$ cat config.mk
export PLATFORM = sky130hd
export DESIGN_NAME = lane_scatter_1to8
export DESIGN_NICKNAME = d
export VERILOG_FILES = /design/src/rtl/simd_pkg.sv /design/src/rtl/lane_reg_N.sv /design/src/rtl/lane_scatter_1to8.sv
export SDC_FILE = /design/constraint.sdc
export NUM_CORES = 1
export LEC_CHECK = 0
export CELL_PAD_IN_SITES_DETAIL_PLACEMENT = 2
export CELL_PAD_IN_SITES_GLOBAL_PLACEMENT = 2
export CORE_UTILIZATION = 33
export CTS_BUF_LIST = sky130_fd_sc_hd__clkbuf_4 sky130_fd_sc_hd__clkbuf_8 sky130_fd_sc_hd__clkbuf_16
export CTS_CLUSTER_DIAMETER = 100
export CTS_CLUSTER_SIZE = 40
export DETAILED_ROUTE_END_ITERATION = 6
export PLACE_DENSITY_LB_ADDON = 0.1
export REMOVE_ABC_BUFFERS = 1
export SLEW_MARGIN = 20
export SYNTH_ARGS = -nofsm -noshare
export SYNTH_HDL_FRONTEND = slang
export SYNTH_SLANG_ARGS = --single-unit
$ cat constraint.sdc
create_clock -name clk -period 11.4 [get_ports clk]
set_input_delay 1.14 -clock clk [delete_from_list [all_inputs] [get_ports clk]]
set_output_delay 1.14 -clock clk [all_outputs]
set_load 0.02 [all_outputs]
$ cat src/rtl/simd_pkg.sv
// Shared SIMD definitions: lane count, lane index width
// and the scatter FSM state encoding.
package simd_pkg;

  localparam int LANES = 8;
  localparam int IDX_W = 3;

  typedef enum logic {
    FILL = 1'b0,
    FULL = 1'b1
  } state_t;

endpackage

$ cat src/rtl/lane_reg_N.sv
// One lane word: N-bit register with async active-high
// reset, load enable and hold.
module lane_reg_N #(
  parameter int N = 32
) (
  input  logic         clk,
  input  logic         rst,
  input  logic         load,
  input  logic [N-1:0] d,
  output logic [N-1:0] q
);

  always_ff @(posedge clk or posedge rst) begin
    if (rst) begin
      q <= '0;
    end else if (load) begin
      q <= d;
    end
  end

endmodule

$ cat src/rtl/lane_scatter_1to8.sv
// Serial-to-parallel scatter: fills 8 lanes one word per
// accept, then presents the vector until it is taken.
module lane_scatter_1to8
  import simd_pkg::*;
#(
  parameter int N = 32
) (
  input  logic         clk,
  input  logic         rst,
  input  logic         en,
  input  logic [N-1:0] I,
  input  logic         in_valid,
  output logic         in_ready,
  output logic [N-1:0] O0,
  output logic [N-1:0] O1,
  output logic [N-1:0] O2,
  output logic [N-1:0] O3,
  output logic [N-1:0] O4,
  output logic [N-1:0] O5,
  output logic [N-1:0] O6,
  output logic [N-1:0] O7,
  output logic         out_valid,
  input  logic         out_ready,
  output logic [2:0]   S
);

  state_t           state_q;
  state_t           state_d;
  logic [IDX_W-1:0] s_q;
  logic [IDX_W-1:0] s_d;
  logic             accept;
  logic             take;
  logic [N-1:0]     lane_q [LANES];

  assign in_ready  = en && (state_q == FILL);
  assign out_valid = (state_q == FULL);
  assign accept    = in_valid && in_ready;
  assign take      = en && out_valid && out_ready;
  assign S         = s_q;

  always_ff @(posedge clk or posedge rst) begin
    if (rst) begin
      state_q <= FILL;
      s_q     <= '0;
    end else begin
      state_q <= state_d;
      s_q     <= s_d;
    end
  end

  // FULL ignores in_valid, so a same-cycle take never bypasses
  always_comb begin
    state_d = state_q;
    s_d     = s_q;
    unique case (state_q)
      FILL: begin
        if (accept) begin
          s_d = s_q + 1'b1;
          if (s_q == IDX_W'(LANES - 1)) begin
            state_d = FULL;
          end
        end
      end
      FULL: begin
        if (take) begin
          state_d = FILL;
        end
      end
      default: state_d = FILL;
    endcase
  end

  for (genvar k = 0; k < LANES; k++) begin : g_lane
    lane_reg_N #(
      .N(N)
    ) u_lane (
      .clk (clk),
      .rst (rst),
      .load(accept && (s_q == IDX_W'(k))),
      .d   (I),
      .q   (lane_q[k])
    );
  end

  assign O0 = lane_q[0];
  assign O1 = lane_q[1];
  assign O2 = lane_q[2];
  assign O3 = lane_q[3];
  assign O4 = lane_q[4];
  assign O5 = lane_q[5];
  assign O6 = lane_q[6];
  assign O7 = lane_q[7];

endmodule

[Yosys cells after proc, flatten, opt, wreduce, memory -nomap -nowiden]
Cells that the tools add are included.
Operators by class
  multiplexer cells: 4
  add/sub/neg operators: 1
  bitwise gates (word level): 1
  reductions and logical operators: 14
  equal/unequal tests: 7
Operators by type and width (count)
  3-bit equality test (second input constant): 4
  1-bit logical AND: 12
  3-bit by 2-bit equality test with 1-bit output (second input constant): 2
  3-bit by 1-bit adder with 3-bit output (second input constant): 1
  3-bit by 1-bit equality test with 1-bit output (second input constant): 1
  3-bit logical NOT: 1
  1-bit two-way mux: 3
  1-bit case mux with 2 select lines: 1
  2-bit AND reduction: 1
  1-bit NOT: 1
Storage, ports and cells
  output and inout port bits: 261
  word-level logic and storage cells: 37
  input bits: 37
  register bits after elaboration: 260

[Depth between registers and ports, before layout]
  word-level depth: 5
  depth in mapped cells: 7
  gate-level depth less buffers: 5

[Modules after synthesis]
A second synthesis with hierarchy kept.
Second synthesis, totals
  cells, all modules: 583
  area total of the unflattened synthesis: 11115.7 sq um
Modules (own cells, without submodules)
  lane_reg_N: times used 8, sequential area each 800.8 sq um, cells an instance 69, area each 1348.8 sq um
  lane_scatter_1to8: times used 1, sequential area each 100.1 sq um, cells an instance 31, area each 325.3 sq um

[Least setup slack after synthesis]
No wires, ideal clock.
  path kind: input-to-output
  start point: input port en
  end point: output port in_ready
  data required time: 10260 ps
  setup slack: 8793 ps
  path buffers: 0
  arrival time: 1467 ps
  stages on the path: 1
  path through: nor2b_1
On the way
  word-level cells in the longest chain between the ends: 1
RTL lines
  start, declared: line lane_scatter_1to8.sv:10  | input logic en,
  1-bit logical AND: line lane_scatter_1to8.sv:35  | assign in_ready = en && (state_q == FILL);
  end, declared: line lane_scatter_1to8.sv:13  | output logic in_ready,
Every way passes these cells.

[Final worst setup path]
Ends and elaborated chain as after synthesis.

==> results.md <==
CTS:
- The clock tree from TritonCTS is done.
- TritonCTS created 12 clock buffers.
- The clock latency on the worst-skew pair is a little over 500 ps.
- The total number of clock tree sinks is 260.
- The number of buffers on the longest clock path is 3.
- Post-CTS timing repair inserted 0 buffers for setup.
- The number of buffers inserted for hold repair after clock tree synthesis is 0.
- In this run, post-CTS repair resized a total of 0 instances.
- The register clock-pin slew on the reported worst setup and hold paths is about 110 ps.
- The clock root buffer master is sky130_fd_sc_hd__clkbuf_16.
- CTS built an H-tree with a depth of 1.

Detailed routing:
- The highest layer used for signal routing is met4.
- The pre-antenna-repair detailed-routing pass consisted of 4 iterations.
- The number of DRC markers in iteration 0 is between 150 and 200.
- The count of nets left with antenna violations once routing finished came out at 0.
- The number of vias in the routed layout is ~6000.
- The wire length on met2 is between 10 and 15 mm.
- The length of routed wiring on met1 is about 12 mm.
- The total wire length is ~29 mm.
- The routed length on met3 is 1.94 mm.
- Dividing the detail-routed via count by the number of cells gives 4.75.
- The final routed wire length divided by cell count is 23.0 um.
- The final routed DRC violation total is 0.

Timing:
- The number of max-slew violations in the final report is 0.
- Setup repair after global routing left no endpoint under its margin.
- Setup violations remaining at the end of the flow were counted as 0.
- The final number of hold-violating endpoints is 0.
- The sum of negative setup slack is 0 ps.
- The worst-margin pin slew is between 1000 and 1500 ps.
- For this run, the top clock speed supported by timing is around 280 MHz.
- Headroom to the max-slew limit came out at a little under a third.
- The clock period minus final worst setup slack is ~3600 ps.
- The fraction of the cycle the final worst path needs is 31.6%.
- For the final database, setup skew stands at approximately 32 ps.
- On the final layout, the worst hold slack is 505 ps.

Synthesis:
- The combinational family with the most area after synthesis is multiplexers.
- The synthesized netlist devotes less than 1% of its cell area to adder and majority cells.
- A synthesized cell averages 17.3 um2.
- The Yosys step of the flow raised 0 warnings.
- The sequential element share of the synthesized area is roughly 66%.
- The compound-gate portion of the synthesized area is less than 1%.
- The cell area that synthesis handed to floorplanning was just under 10000 um2.
- The synthesized flop and latch total is 260.
- After Yosys synthesis, XOR and XNOR cells account for less than 1% of the synthesized area.
- The multiplexer area fraction after synthesis is 30.3%.
- The number of library cell types mapped by synthesis is 19.
- The synthesized netlist devotes less than 1% of its cell area to simple gates.
- The number of cells produced by synthesis is approximately 570.

Setup path:
- The startpoint identified for the worst register-to-register timing path is out_valid$_DFF_PP0_.
- The worst setup path category is primary input to output port.
- The cell repeated most along the worst path is sky130_fd_sc_hd__clkdlybuf4s50_1.
- The largest driver fanout on the critical path is 5.
- The category of the worst setup path launch point is a primary input.
- The most critical setup path has its startpoint at en.
- At the worst endpoint, the arrival time is ~2500 ps.
- The data required time at the worst endpoint is 10260 ps.
- The largest individual stage delay along the critical path comes from the cell sky130_fd_sc_hd__clkdlybuf4s50_1.
- The signal on the critical path passes through clkdlybuf4s50_1 -> nor2b_1 -> clkdlybuf4s50_1.
- The sort of element at the end of the critical path is an output port.
- The largest single stage delay on the critical path is 610 ps.

Global route:
- The via count of the first global-routing pass was slightly below 7000.
- The overall track demand over capacity in global routing is a little under a fifth.
- The number of antenna violations at the first check in global routing is 0.
- The maximum number of pins on one net before global-route repair is 110.
- The first global-routing pass estimated roughly 44 mm of wire.
- The total congestion overflow is 0.

Floorplanning:
- The effective utilization at floorplan is between 30 and 40%.
- Pin placement for this block handled 298 I/O pins.
- The die is between 150 and 200 um tall.
- The die outline area is 30700 um2.
- The core area is 29600 um2.
- In this run the core area contains 63 standard-cell rows.
- The floorplan step set the die width to between 150 and 200 um.

Power:
- The areal power density over the cells is between 300 and 400 nW/um2.
- Power comes to 4.26 mW.
- The standby leakage power is about 6.0 nW.
- The peak ir drop on the vdd network is approximately 0.12 mV.

Cells and area:
- The count of non-filler cells in the finished layout is 1258.
- The area growth from synthesis to layout is 38.0%.
- The sequential cell area is roughly 6500 um2.
- At the end of the flow, the number of nets in the layout was a little over 900.
- The total area of multi-input combinational cells is ~3200 um2.
- The repair_antennas step left the layout with diodes totalling 0.
- The share of cells above drive strength 1 is between 20% and 30%.
- After filler insertion, the fill cell instance count of the layout stands at ~2800.

Placement:
- The half-perimeter wire length after placement is between 15 and 20 mm.
- Routability-driven placement finished with a final weighted congestion of approximately 0.75.
- The number of port buffers is 297.
- The number of instances in the placed design is around 1200.

Run status:
- The run finished with clean final reports.

Hold path:
- The classification of the worst-slack hold path is register to register.
- The worst hold path begins at g_lane[0].u_lane.q[24]$_DFFE_PP0P_.

Flow run:
- The max-capacitance violation count is 0.
## critical path: cells and delay by family
family                 cells  cell delay, ps
and+or+nand+nor            1             160
buffers and inverters      2            1160
## state kept, by name, indices dropped and copies added, names as in the netlist
| register | flops |
|---|---|
| out_valid | 1 |
| S | 3 |
| g_lane.u_lane.q | 256 |
## cells in the final DEF, fill, tap and decap left out
master	instances
sky130_fd_sc_hd__clkbuf_4	2
sky130_fd_sc_hd__ha_1	6
sky130_fd_sc_hd__inv_8	1
sky130_fd_sc_hd__or3_4	2
sky130_fd_sc_hd__mux2_1	69
sky130_fd_sc_hd__and3b_1	1
sky130_fd_sc_hd__nand3_1	2
sky130_fd_sc_hd__mux2_2	157
sky130_fd_sc_hd__mux2i_1	1
sky130_fd_sc_hd__buf_6	1
sky130_fd_sc_hd__mux2_4	30
sky130_fd_sc_hd__nand3_2	1
sky130_fd_sc_hd__inv_12	1
sky130_fd_sc_hd__nand2_1	4
sky130_fd_sc_hd__nand2_4	1
sky130_fd_sc_hd__nor2b_1	1
sky130_fd_sc_hd__xnor2_1	1
sky130_fd_sc_hd__inv_1	3
sky130_fd_sc_hd__clkinv_16	1
sky130_fd_sc_hd__clkdlybuf4s50_1	297
sky130_fd_sc_hd__dfrtp_1	260
sky130_fd_sc_hd__nand2b_1	1
sky130_fd_sc_hd__o21ai_0	1
sky130_fd_sc_hd__clkinv_8	1
sky130_fd_sc_hd__nor2_4	2
sky130_fd_sc_hd__nand2_2	1
sky130_fd_sc_hd__and3_4	1
sky130_fd_sc_hd__clkbuf_8	2
sky130_fd_sc_hd__buf_4	4
sky130_fd_sc_hd__clkbuf_16	13
## routing by layer
layer | track usage, % | vias up
met5 | 0 | -
met4 | 4.38 | 0
met3 | 5.22 | 28
met2 | 32.2 | 179
met1 | 24.3 | 3182
li1 | - | 2582
## stage by stage
stage / setup WS [ps] / util, % / instance area [um2]
floorplan: 3100 / - / 9710
global placement: 7640 / 44.8 / 13200
detailed placement: 7510 / 44.8 / 13200
CTS: 7800 / 46.3 / 13700
global route: 7760 / 46.3 / 13700
finish: 7800 / 46.3 / 13700
## synthesized netlist by cell type
master,instances,area [um2]
sky130_fd_sc_hd__nor2_1,2,7.51
sky130_fd_sc_hd__o21ai_0,1,5.00
sky130_fd_sc_hd__and3_4,1,11.3
sky130_fd_sc_hd__nand2_1,6,22.5
sky130_fd_sc_hd__dfrtp_1,260,6510
sky130_fd_sc_hd__inv_1,4,15.0
sky130_fd_sc_hd__mux2i_1,1,10.0
sky130_fd_sc_hd__mux2_2,157,1770
sky130_fd_sc_hd__ha_1,6,75.1
sky130_fd_sc_hd__xnor2_1,1,8.76
sky130_fd_sc_hd__or3_1,2,12.5
sky130_fd_sc_hd__and3b_1,1,8.76
sky130_fd_sc_hd__mux2_4,30,450
sky130_fd_sc_hd__nor2b_1,1,6.26
sky130_fd_sc_hd__buf_6,11,124
sky130_fd_sc_hd__mux2_1,69,777
sky130_fd_sc_hd__nand2b_1,1,6.26
sky130_fd_sc_hd__nand3_1,3,15.0
sky130_fd_sc_hd__buf_2,17,85.1
## cell families after synthesis
logic type / count (synthesis)
mux: 257
flops: 260
buf+inv: 32
compound gates: 1
xor+xnor: 1
fa+ha+maj: 6
simple gates: 17
## path summary, 6_finish.rpt
check / end / slack [ps] / cells past startpoint
min: g_lane[0].u_lane.q[24]$_DFFE_PP0P_ / 500 / 1
max: in_ready / 7800 / 3
min reg2reg: g_lane[0].u_lane.q[24]$_DFFE_PP0P_ / 500 / 1
max in group asynchronous: g_lane[6].u_lane.q[28]$_DFFE_PP0P_ / 8790 / 3
max reg2reg: g_lane[5].u_lane.q[20]$_DFFE_PP0P_ / 8820 / 3
min in group asynchronous: g_lane[6].u_lane.q[22]$_DFFE_PP0P_ / 1180 / 2
## layout make-up
| type | instances | share of cell area (%) |
|---|---|---|
| timing repair buffer | 302 | 22.0 |
| multi-input combinational | 282 | 23.6 |
| tap | 390 | 3.57 |
| clock inverter | 3 | 0.457 |
| sequential | 260 | 47.5 |
| clock buffer | 17 | 2.69 |
| inverter | 4 | 0.165 |
## power breakdown
group / leakage, nW / switching [mW] / internal, mW
combinational: 2.53 / 1.03 / 1.08
clock: 0.209 / 0.319 / 0.241
sequential: 3.22 / 0.244 / 1.35
(Power assumes the default switching activity.)
